==> src/rtl/guess_round_sequencer.sv <==
// Round controller for the guessing game: LOAD -> SHOW -> GUESS -> WIN/LOSE -> IDLE,
// timed by the 1 Hz tick stream. Every output comes straight from a register.
module guess_round_sequencer #(
    parameter int W          = 4,
    parameter int SHOW_SEC   = 2,
    parameter int GUESS_SEC  = 10,
    parameter int RESULT_SEC = 5,
    parameter int MAX_TRIES  = 3
) (
    input  logic         clk,
    input  logic         resetSW,
    input  logic         tick_1hz,
    input  logic         start_btn,
    input  logic         guess_valid,
    input  logic [W-1:0] guess,
    input  logic [W-1:0] target,
    output logic [2:0]   state,
    output logic         load_target,
    output logic         show_target,
    output logic [3:0]   seconds_left,
    output logic [2:0]   tries_left,
    output logic         hint_hi,
    output logic         hint_lo,
    output logic [7:0]   score
);

    typedef enum logic [2:0] {
        S_IDLE  = 3'd0,
        S_LOAD  = 3'd1,
        S_SHOW  = 3'd2,
        S_GUESS = 3'd3,
        S_WIN   = 3'd4,
        S_LOSE  = 3'd5
    } state_t;

    state_t       r_state;
    logic [W-1:0] r_target;
    logic [3:0]   r_sec;
    logic [2:0]   r_tries;
    logic         r_hint_hi;
    logic         r_hint_lo;
    logic [7:0]   r_score;
    logic         r_load;
    logic         r_show;

    state_t       w_state_next;
    logic [W-1:0] w_target_next;
    logic [3:0]   w_sec_next;
    logic [2:0]   w_tries_next;
    logic         w_hint_hi_next;
    logic         w_hint_lo_next;
    logic [7:0]   w_score_next;
    logic         w_hit;
    logic         w_expire;
    logic         w_out_of_tries;

    assign w_hit          = (guess == r_target);
    assign w_expire       = tick_1hz && (r_sec == 4'd1);
    assign w_out_of_tries = guess_valid && !w_hit && (r_tries == 3'd1);

    always_comb begin
        w_state_next   = r_state;
        w_target_next  = r_target;
        w_sec_next     = r_sec;
        w_tries_next   = r_tries;
        w_hint_hi_next = r_hint_hi;
        w_hint_lo_next = r_hint_lo;
        w_score_next   = r_score;

        case (r_state)
            S_IDLE: begin
                if (start_btn) begin
                    w_state_next = S_LOAD;
                end
            end
            S_LOAD: begin
                w_target_next = target;
                w_state_next  = S_SHOW;
                w_sec_next    = 4'(SHOW_SEC);
            end
            S_SHOW: begin
                if (w_expire) begin
                    w_state_next   = S_GUESS;
                    w_sec_next     = 4'(GUESS_SEC);
                    w_tries_next   = 3'(MAX_TRIES);
                    w_hint_hi_next = 1'b0;
                    w_hint_lo_next = 1'b0;
                end else if (tick_1hz) begin
                    w_sec_next = r_sec - 4'd1;
                end
            end
            S_GUESS: begin
                // A guess landing on the expiring tick is judged first; only a hit escapes LOSE.
                if (guess_valid && w_hit) begin
                    w_state_next = S_WIN;
                    w_sec_next   = 4'(RESULT_SEC);
                    if (r_score != 8'hFF) begin
                        w_score_next = r_score + 8'd1;
                    end
                end else begin
                    if (guess_valid) begin
                        w_hint_hi_next = (guess > r_target);
                        w_hint_lo_next = (guess < r_target);
                        if (!w_out_of_tries) begin
                            w_tries_next = r_tries - 3'd1;
                        end
                    end
                    if (w_out_of_tries || w_expire) begin
                        w_state_next = S_LOSE;
                        w_sec_next   = 4'(RESULT_SEC);
                    end else if (tick_1hz) begin
                        w_sec_next = r_sec - 4'd1;
                    end
                end
            end
            S_WIN, S_LOSE: begin
                if (w_expire) begin
                    w_state_next = S_IDLE;
                    w_sec_next   = 4'd0;
                end else if (tick_1hz) begin
                    w_sec_next = r_sec - 4'd1;
                end
            end
            default: begin
                w_state_next = S_IDLE;
                w_sec_next   = 4'd0;
            end
        endcase
    end

    always_ff @(posedge clk) begin
        if (resetSW) begin
            r_state   <= S_IDLE;
            r_target  <= '0;
            r_sec     <= 4'd0;
            r_tries   <= 3'd0;
            r_hint_hi <= 1'b0;
            r_hint_lo <= 1'b0;
            r_score   <= 8'd0;
            r_load    <= 1'b0;
            r_show    <= 1'b0;
        end else begin
            r_state   <= w_state_next;
            r_target  <= w_target_next;
            r_sec     <= w_sec_next;
            r_tries   <= w_tries_next;
            r_hint_hi <= w_hint_hi_next;
            r_hint_lo <= w_hint_lo_next;
            r_score   <= w_score_next;
            r_load    <= (w_state_next == S_LOAD);
            r_show    <= (w_state_next == S_SHOW);
        end
    end

    assign state        = r_state;
    assign load_target  = r_load;
    assign show_target  = r_show;
    assign seconds_left = r_sec;
    assign tries_left   = r_tries;
    assign hint_hi      = r_hint_hi;
    assign hint_lo      = r_hint_lo;
    assign score        = r_score;

endmodule

==> config.mk <==
export PLATFORM = sky130hd
export DESIGN_NAME = guess_round_sequencer
export DESIGN_NICKNAME = d
export VERILOG_FILES = /design/src/rtl/guess_round_sequencer.sv
export SDC_FILE = /design/constraint.sdc
export NUM_CORES = 1
export LEC_CHECK = 0
export BUFFER_PORTS_ARGS = -buffer_cell sky130_fd_sc_hd__buf_2
export CAP_MARGIN = 10
export CORE_ASPECT_RATIO = 1.4
export CORE_MARGIN = 10
export CORE_UTILIZATION = 50
export DETAILED_ROUTE_END_ITERATION = 7
export GPL_ROUTABILITY_DRIVEN = 0
export PLACE_DENSITY = 0.73
export SYNTH_ARGS = -nofsm -noshare
export SYNTH_HDL_FRONTEND = slang
export SYNTH_SLANG_ARGS = --single-unit
==> constraint.sdc <==
create_clock -name clk -period 5.44 [get_ports clk]
set_input_delay 1.088 -clock clk [delete_from_list [all_inputs] [get_ports clk]]
set_output_delay 1.088 -clock clk [all_outputs]
set_load 0.1 [all_outputs]
=== Yosys cells after proc, flatten, opt, wreduce, memory -nomap -nowiden ===
Cells that the tools add are included.

* Register bits after elaboration: 26
* Logic and storage cells: 65

* Add/sub/neg operators: 3
* Order comparisons: 2
* Mux-type cells: 24
* Equal/unequal tests: 15
* Reductions and logical operators: 12

{| class="wikitable"
|+ Operators by type and width
! kind !! count
|-
| 3-bit 2-to-1 mux || 9
|-
| 4-bit 2-to-1 mux || 5
|-
| 4-bit case mux with 5 select lines || 1
|-
| 3-bit case mux with 5 select lines || 1
|-
| 3-bit by 1-bit equality test with 1-bit output, second input constant || 3
|-
| 3-bit by 2-bit equality test with 1-bit output, second input constant || 3
|-
| 8-bit by 1-bit adder with 8-bit output, second input constant || 1
|-
| 2-bit inequality test, second input constant || 4
|-
| 8-bit inequality test, second input constant || 1
|-
| 3-bit equality test, second input constant || 2
|-
| 3-bit case mux with 2 select lines || 1
|-
| 1-bit 2-to-1 mux || 5
|-
| 5-bit AND reduction || 1
|-
| 4-bit by 1-bit equality test with 1-bit output, second input constant || 1
|-
| 4-bit equality test || 1
|-
| 4-bit greater-than comparator || 1
|-
| 1-bit logical AND || 4
|-
| 4-bit < comparator || 1
|-
| 1-bit case mux with 2 select lines || 2
|-
| 4-bit AND reduction || 1
|-
| 4-bit by 1-bit subtractor with 4-bit output, second input constant || 1
|-
| 3-bit zero test || 1
|-
| 3-bit AND reduction || 1
|-
| 3-bit by 1-bit subtractor with 3-bit output, second input constant || 1
|-
| other kinds (4) || 4
|}

=== Longest topological paths before layout ===
Gate-level depths: netlist of run 1.

* Depth after elaboration: 9
* Depth in mapped cells: 8
* Gate-level depth less buffers: 7

=== Worst setup path before layout of run 1 ===
Ideal clock, no wire load.

* Kind: input-to-reg
* Start: in guess[3]
* End: reg r_show (netlist: show_target)
* Cell stages on the path: 7
* Setup slack: 2.841 ns
* Arrival time: 2.539 ns
* Path through: ha_1 > and4_4 > buf_6 > a211oi_4 > nor2_2 > a2111oi_4 > and2_1

* Cells in the longest elaborated chain, start to end: 9
* Elaborated cells between the ends (all ways): 10

{| class="wikitable"
|+ RTL lines
! element !! line !! source
|-
| start, declared || 15 || <nowiki>input logic [W-1:0] guess,</nowiki>
|-
| 4-bit equality test (*) || 57 || <nowiki>assign w_hit = (guess == r_target);</nowiki>
|-
| 1-bit zero test || 59 || <nowiki>assign w_out_of_tries = guess_valid && !w_hit && (r_tries == 3'd1);</nowiki>
|-
| 1-bit logical AND (2 in series) || 59 ||
|-
| 1-bit logical OR || 108 || <nowiki>if (w_out_of_tries || w_expire) begin</nowiki>
|-
| 3-bit 2-to-1 mux || 108 ||
|-
| 3-bit 2-to-1 mux (*) || 94 || <nowiki>if (guess_valid && w_hit) begin</nowiki>
|-
| 3-bit case mux with 5 select lines (*) || 70 || <nowiki>case (r_state)</nowiki>
|-
| 3-bit by 2-bit equality test with 1-bit output (*) || 151 || <nowiki>r_show <= (w_state_next == S_SHOW);</nowiki>
|-
| end signal, assigned || 151 ||
|-
| end, declared || 44 || <nowiki>logic r_show;</nowiki>
|}

Mark *: on every way between the ends. The rest lies on a longest branch, timed or not.
A chain may end at the register's enable or synchronous reset.

=== Worst setup path after layout of run 1 ===
* Start: reg r_state[1] (netlist: state[1])
* End: out state[1]

{| class="wikitable"
|+ RTL lines
! element !! line !! source
|-
| start, declared || 36 || <nowiki>state_t r_state;</nowiki>
|-
| start signal, assigned || 143 || <nowiki>r_state <= w_state_next;</nowiki>
|-
| end, declared || 17 || <nowiki>output logic [2:0] state,</nowiki>
|}

No word-level cell between the ends.

==> metrics.yaml, run 1 <==
sta:
  hold_ws_ps: 481
  maxSlewViolCount: 0
  rsz0062_at_grt: "false"
  hold_viol_final: 0
  worstMarginPinSlew_ps: 537
  max_freq_mhz: 392
  period_minus_slack_ps: 2550
  clock-skew-final_ps: 2.42
  post-route-period-util_pct: 46.9
  finalSetupViolCount: 0
  slew_headroom_pct: 64.2
  setup_tns_ps: 0
synthesis:
  synth_flop_cell: "dfxtp_1"
  synth_nets: 191
  async_flop_share_pct: 0
  netlist_instances: 169
  ys_warn_count: 0
  syn-cell-area_mm2: 0.00153
  synth_edf_count: 0
  ys_types: 53
  seq_area_frac_synth_pct: 34.0
  ys_ff_latch: 26
  syn_area_per_cell_um2: 9.05
die:
  initial_core_util_pct: 52.6
  pin_count: 35
  die_w_um: 66.7
  die-area_mm2: 0.00570
  num_rows: 23
  core_mm2: 0.00291
  fp.dieH_um: 85.4
grt:
  grt_use_total_pct: 12.2
  gr-total-overflow: 0
  grt_max_degree: 29
  grt_pass1_wl_um: 5760
  antenna_found_initial: 0
  grt_pass1_vias: 1378
worst_setup_path:
  reg2reg_depth: 5
  cp_top_family: "flip-flops"
  end_kind: "output port"
  path_max_fanout: 14
  crit_required_ps: 4350
  path_buf_inv: 1
  worst-path-stages: 1
  cpPeakStageDelay_ps: 670
  crit_type: "register to output port"
  start_kind: "register"
  worstPathArrival_ps: 1460
  cp_cell_sequence: "buf_2"
  cp_slowest_cell: "dfxtp_1"
power_and_ir_drop:
  combPwrFrac_pct: 23.9
  p_int_uw: 290
  pwr-share-clk_pct: 28.0
  p_seq_share_pct: 48.1
  sw_frac_of_total_pct: 32.5
  irDropWorstVdd_v: 0.000144
  switchingPower_uw: 140
  p_leak_nw: 0.716
  powerDensity_mw_per_mm2: 245
  finalPower_uw: 430
routing:
  ant_nets: 0
  via_count: 1309
  drt_wl_total_um: 3380
  drc_errors: 0
  drt_iter0_drc: 55
  avgViaCountPerCell: 5.55
  wire_per_inst_um: 14.3
  first_pass_iters: 4
clock_tree:
  clockBufferDepth: 2
  cts_tree: "yes"
  insertion_delay_ps: 260
  cts-buffers-inserted: 3
  clock-sinks: 26
  clk_pin_slew_ps: 80
  root_buffer: "clkbuf_8"
  hold_buffers: 0
  cts_resized: 0
  cts_max_level: 1
  post-cts-setup-buffer-count: 0
hold_path:
  hp-class: "register to register"
  hold_depth: 1
cells_and_area:
  final_cell_mix: "buf_2, dfxtp_1, nor2_1"
  drive_gt1_share_pct: 28.1
  layout.nets: 222
  layout_commonest_cell: "buf_2"
  antenna_cells: 0
  area_growth_pct: 14.7
outcome:
  status: "finished, final reports clean"
job:
  cap_violations: 0
placed_design:
  io_buffers: 34
  dp_hpwl_um: 2700
[power groups by stage]
| stage | clock, mW | combinational [mW] | sequential [mW] |
|---|---|---|---|
| 2_1_floorplan | 0 | 0.0488 | 0.247 |
| 3_3_place_gp | 0 | 0.101 | 0.211 |
| 3_5_place_dp | 0 | 0.102 | 0.211 |
| 4_1_cts | 0.124 | 0.103 | 0.207 |
| 5_1_grt | 0.131 | 0.111 | 0.208 |
| 6_report | 0.121 | 0.103 | 0.207 |
[cell type report]
cell class / count / area (um2)
fill: 261 / 1150
multi-input combinational: 124 / 921
sequential: 26 / 520
timing repair buffer: 34 / 170
clock buffer: 4 / 55.1
tap: 37 / 46.3
inverter: 11 / 41.3
[through the flow]
step                      cells  utilization [%]  cell area (um2)  setup slack (ps)
after floorplan             169                -             1530              2840
after global placement      232             58.5             1700              2760
after detailed placement    232             58.5             1700              2720
after CTS                   236             60.4             1750              2870
after global routing        236             60.4             1750              2810
final                       236             60.4             1750              2890
[registers in the layout, summed over array words and instances (netlist names)]
| name | flops |
|---|---|
| hint_hi | 1 |
| hint_lo | 1 |
| load_target | 1 |
| r_target | 4 |
| score | 8 |
| seconds_left | 4 |
| show_target | 1 |
| state | 3 |
| tries_left | 3 |
[cell usage after synthesis (2+ instances only)]
library cell | instances | area share (%)
nor2_2 | 2 | 0.82
nor3_2 | 2 | 1.3
a211oi_1 | 3 | 1.5
nor4b_2 | 2 | 2.0
inv_1 | 11 | 2.7
mux2i_1 | 3 | 2.0
dfxtp_1 | 26 | 34
nand3_1 | 2 | 0.65
nand2b_1 | 2 | 0.82
a21oi_1 | 14 | 4.6
o21a_1 | 2 | 0.98
xor2_1 | 2 | 1.1
ha_1 | 9 | 7.4
a211oi_2 | 2 | 1.6
nor2b_1 | 2 | 0.82
nand2_1 | 6 | 1.5
or3_1 | 4 | 1.6
clkbuf_1 | 2 | 0.49
nor2_1 | 21 | 5.2
nand4_1 | 2 | 0.82
buf_2 | 3 | 0.98
nor3_1 | 2 | 0.65
o21ai_0 | 8 | 2.6
xnor2_1 | 8 | 4.6
[cell families (layout without fill, tap and decap cells)]
kind of cell / count (synthesis) / in the layout / synth area share [%]
DFF: 26 / 26 / 34.0
buffers and inverters: 19 / 49 / 5.73
xor gates and xnor gates: 10 / 10 / 5.73
and+or+nand+nor: 61 / 61 / 25.3
AOI/OAI and AO/OA: 41 / 41 / 19.9
adders and majority gates: 9 / 9 / 7.37
muxes: 3 / 3 / 1.96
[per-layer routing]
| metal | GRT usage (%) | wire length [um] | vias up |
|---|---|---|---|
| met5 | 0 | 0 | - |
| met3 | 3.29 | 175 | 6 |
| met2 | 22.4 | 1820 | 30 |
| met4 | 6.31 | 57 | 0 |
| met1 | 11.7 | 1330 | 617 |
| li1 | - | - | 656 |
[path summary, 6_finish.rpt]
kind / start / to / slack, ps
worst min-delay path: hint_lo$_SDFFE_PP0P_ / hint_lo$_SDFFE_PP0P_ / 480
worst max-delay path: state[1]$_SDFF_PP0_ / state[1] / 2890
worst min register to register: hint_lo$_SDFFE_PP0P_ / hint_lo$_SDFFE_PP0P_ / 480
worst max register to register: state[1]$_SDFF_PP0_ / hint_lo$_SDFFE_PP0P_ / 3320
Power figures use the tool's default switching activity.
==> inputs of run 2 (changes only) <==
clock period = 2.68 ns   (was 5.44 ns; I/O delays follow)
==> metrics.yaml, run 2 (synthesized netlist as in run 1, its figures left out) <==
grt:
  grt_pass1_vias: 1358  # -1.5%
  grt_max_degree: 29  # unchanged
  grt_pass1_wl_um: 6110  # +6.0%
  grt_use_total_pct: 12.8  # +0.61 points
  gr-total-overflow: 0  # unchanged
  antenna_found_initial: 0  # unchanged
cells_and_area:
  antenna_cells: 0  # unchanged
  final_cell_area_mm2: 0.00176  # +0.43%
  layout_commonest_cell: "buf_2"
  area_growth_pct: 15.2
  largest_reg_flops: 8  # unchanged
  final_cell_mix: "buf_2, dfxtp_1, nor2_1"
  n_fill_cell: 273  # +4.6%
  final_cells: 237  # +0.42%
  layout.nets: 223  # +0.45%
  drive_gt1_share_pct: 28.5  # +0.36 points
routing:
  drt_iter0_drc: 43  # -22%
  drt_wl_total_um: 3460  # +2.2%
  avgViaCountPerCell: 5.54  # -0.19%
  wire_per_inst_um: 14.6  # +1.8%
  via_count: 1312  # +0.23%
  ant_nets: 0  # unchanged
  drc_errors: 0  # unchanged
  first_pass_iters: 4  # unchanged
placed_design:
  dp_hpwl_um: 2750  # +1.9%
  placed_cell_area_mm2: 0.00171  # +0.44%
  dpl.cell_count: 233  # +0.43%
  io_buffers: 34  # unchanged
  dpl_worst_slack_ps: 528  # -2190 ps
clock_tree:
  cts_resized: 0  # unchanged
  cts_max_level: 1  # unchanged
  root_buffer: "clkbuf_8"
  hold_buffers: 0  # unchanged
  post-cts-setup-buffer-count: 0  # unchanged
  clockBufferDepth: 2  # unchanged
  cts_tree: "yes"
  cts-buffers-inserted: 3  # unchanged
  clk_pin_slew_ps: 90  # about the same
  clock-sinks: 26  # unchanged
  insertion_delay_ps: 270  # about the same
hold_path:
  hp-class: "register to register"
worst_setup_path:
  path_buf_inv: 0  # -1
  path_max_fanout: 14  # unchanged
  crit_type: "register to register"
  cp_top_family: "simple AND/OR/NAND/NOR gates"
  end_kind: "register"
  cp_cell_sequence: "and2b_1 > nand2_2 > or4b_4 > a211oi_2 > a21o_1"
  start_kind: "register"
  cp_slowest_cell: "dfxtp_1"
  crit_required_ps: 2900  # -1450 ps
  cpPeakStageDelay_ps: 680  # about the same
  worstPathArrival_ps: 2340  # +880 ps
sta:
  max_freq_mhz: 472
  rsz0062_at_grt: "false"
  finalSetupViolCount: 0  # unchanged
  slew_headroom_pct: 63.3  # -0.92 points
  maxSlewViolCount: 0  # unchanged
  clock-skew-final_ps: 9.29  # +6.88 ps
  fin_ws_ps: 559  # -2330 ps
  hold_viol_final: 0  # unchanged
  post-route-period-util_pct: 79.1
  worstMarginPinSlew_ps: 550  # +13.8 ps
  setup_tns_ps: 0  # unchanged
  period_minus_slack_ps: 2120
die:
  pin_count: 35  # unchanged
  core_mm2: 0.00291  # unchanged
  die-area_mm2: 0.00570  # unchanged
  fp.dieH_um: 85.4  # unchanged
  die_w_um: 66.7  # unchanged
  num_rows: 23  # unchanged
  initial_core_util_pct: 52.6  # unchanged
power_and_ir_drop:
  powerDensity_mw_per_mm2: 500  # +100%
  irDropWorstVdd_v: 0.000330  # +130%
  p_leak_nw: 0.721  # +0.76%
outcome:
  status: "finished, final reports clean"
job:
  cap_violations: 0  # unchanged
-- run 2: cell type report --
class,count,area [um2],area share [%]
Clock buffer,4,55.1,3.12
Timing Repair Buffer,35,178,10.1
Sequential cell,26,520,29.5
Tap cell,37,46.3,2.63
Multi-Input combinational cell,124,921,52.3
Inverter,11,41.3,2.34
-- run 2: where the power goes --
| group | switching, mW | internal [mW] | leakage, nW |
|---|---|---|---|
| combinational | 0.152 | 0.0571 | 0.482 |
| clock | 0.120 | 0.131 | 0.0288 |
| sequential | 0.0190 | 0.401 | 0.211 |
-- run 2: path summary, 6_finish.rpt --
kind / to / slack [ps] / cells past startpoint / from
worst max-delay path: hint_lo$_SDFFE_PP0P_ / 560 / 5 / state[1]$_SDFF_PP0_
worst min-delay path: hint_hi$_SDFFE_PP0P_ / 480 / 1 / hint_hi$_SDFFE_PP0P_
worst max register to register: hint_lo$_SDFFE_PP0P_ / 560 / 5 / state[1]$_SDFF_PP0_
worst min register to register: hint_hi$_SDFFE_PP0P_ / 480 / 1 / hint_hi$_SDFFE_PP0P_
-- run 2: worst reg2reg max path, cell delays in order, from the launching register on --
cell and delay, ps:
dfxtp_1 680, and2b_1 440, nand2_2 130, or4b_4 510, a211oi_2 210, a21o_1 110
-- run 2: stage by stage --
step	power (mW)	util [%]	hold WS (ps)
after floorplan	0.600	-	465
after global placement	0.633	58.7	436
after detailed placement	0.639	58.7	451
after CTS	0.890	60.6	476
after global routing	0.924	60.6	501
final	0.880	60.6	475
-- run 2: layer usage --
metal	GRT usage, %	share of wire [%]	vias up
li1	-	-	659
met1	13.7	40	619
met2	22.9	53	26
met3	3.82	5.3	8
met4	4.02	1.6	0
met5	0	0	-
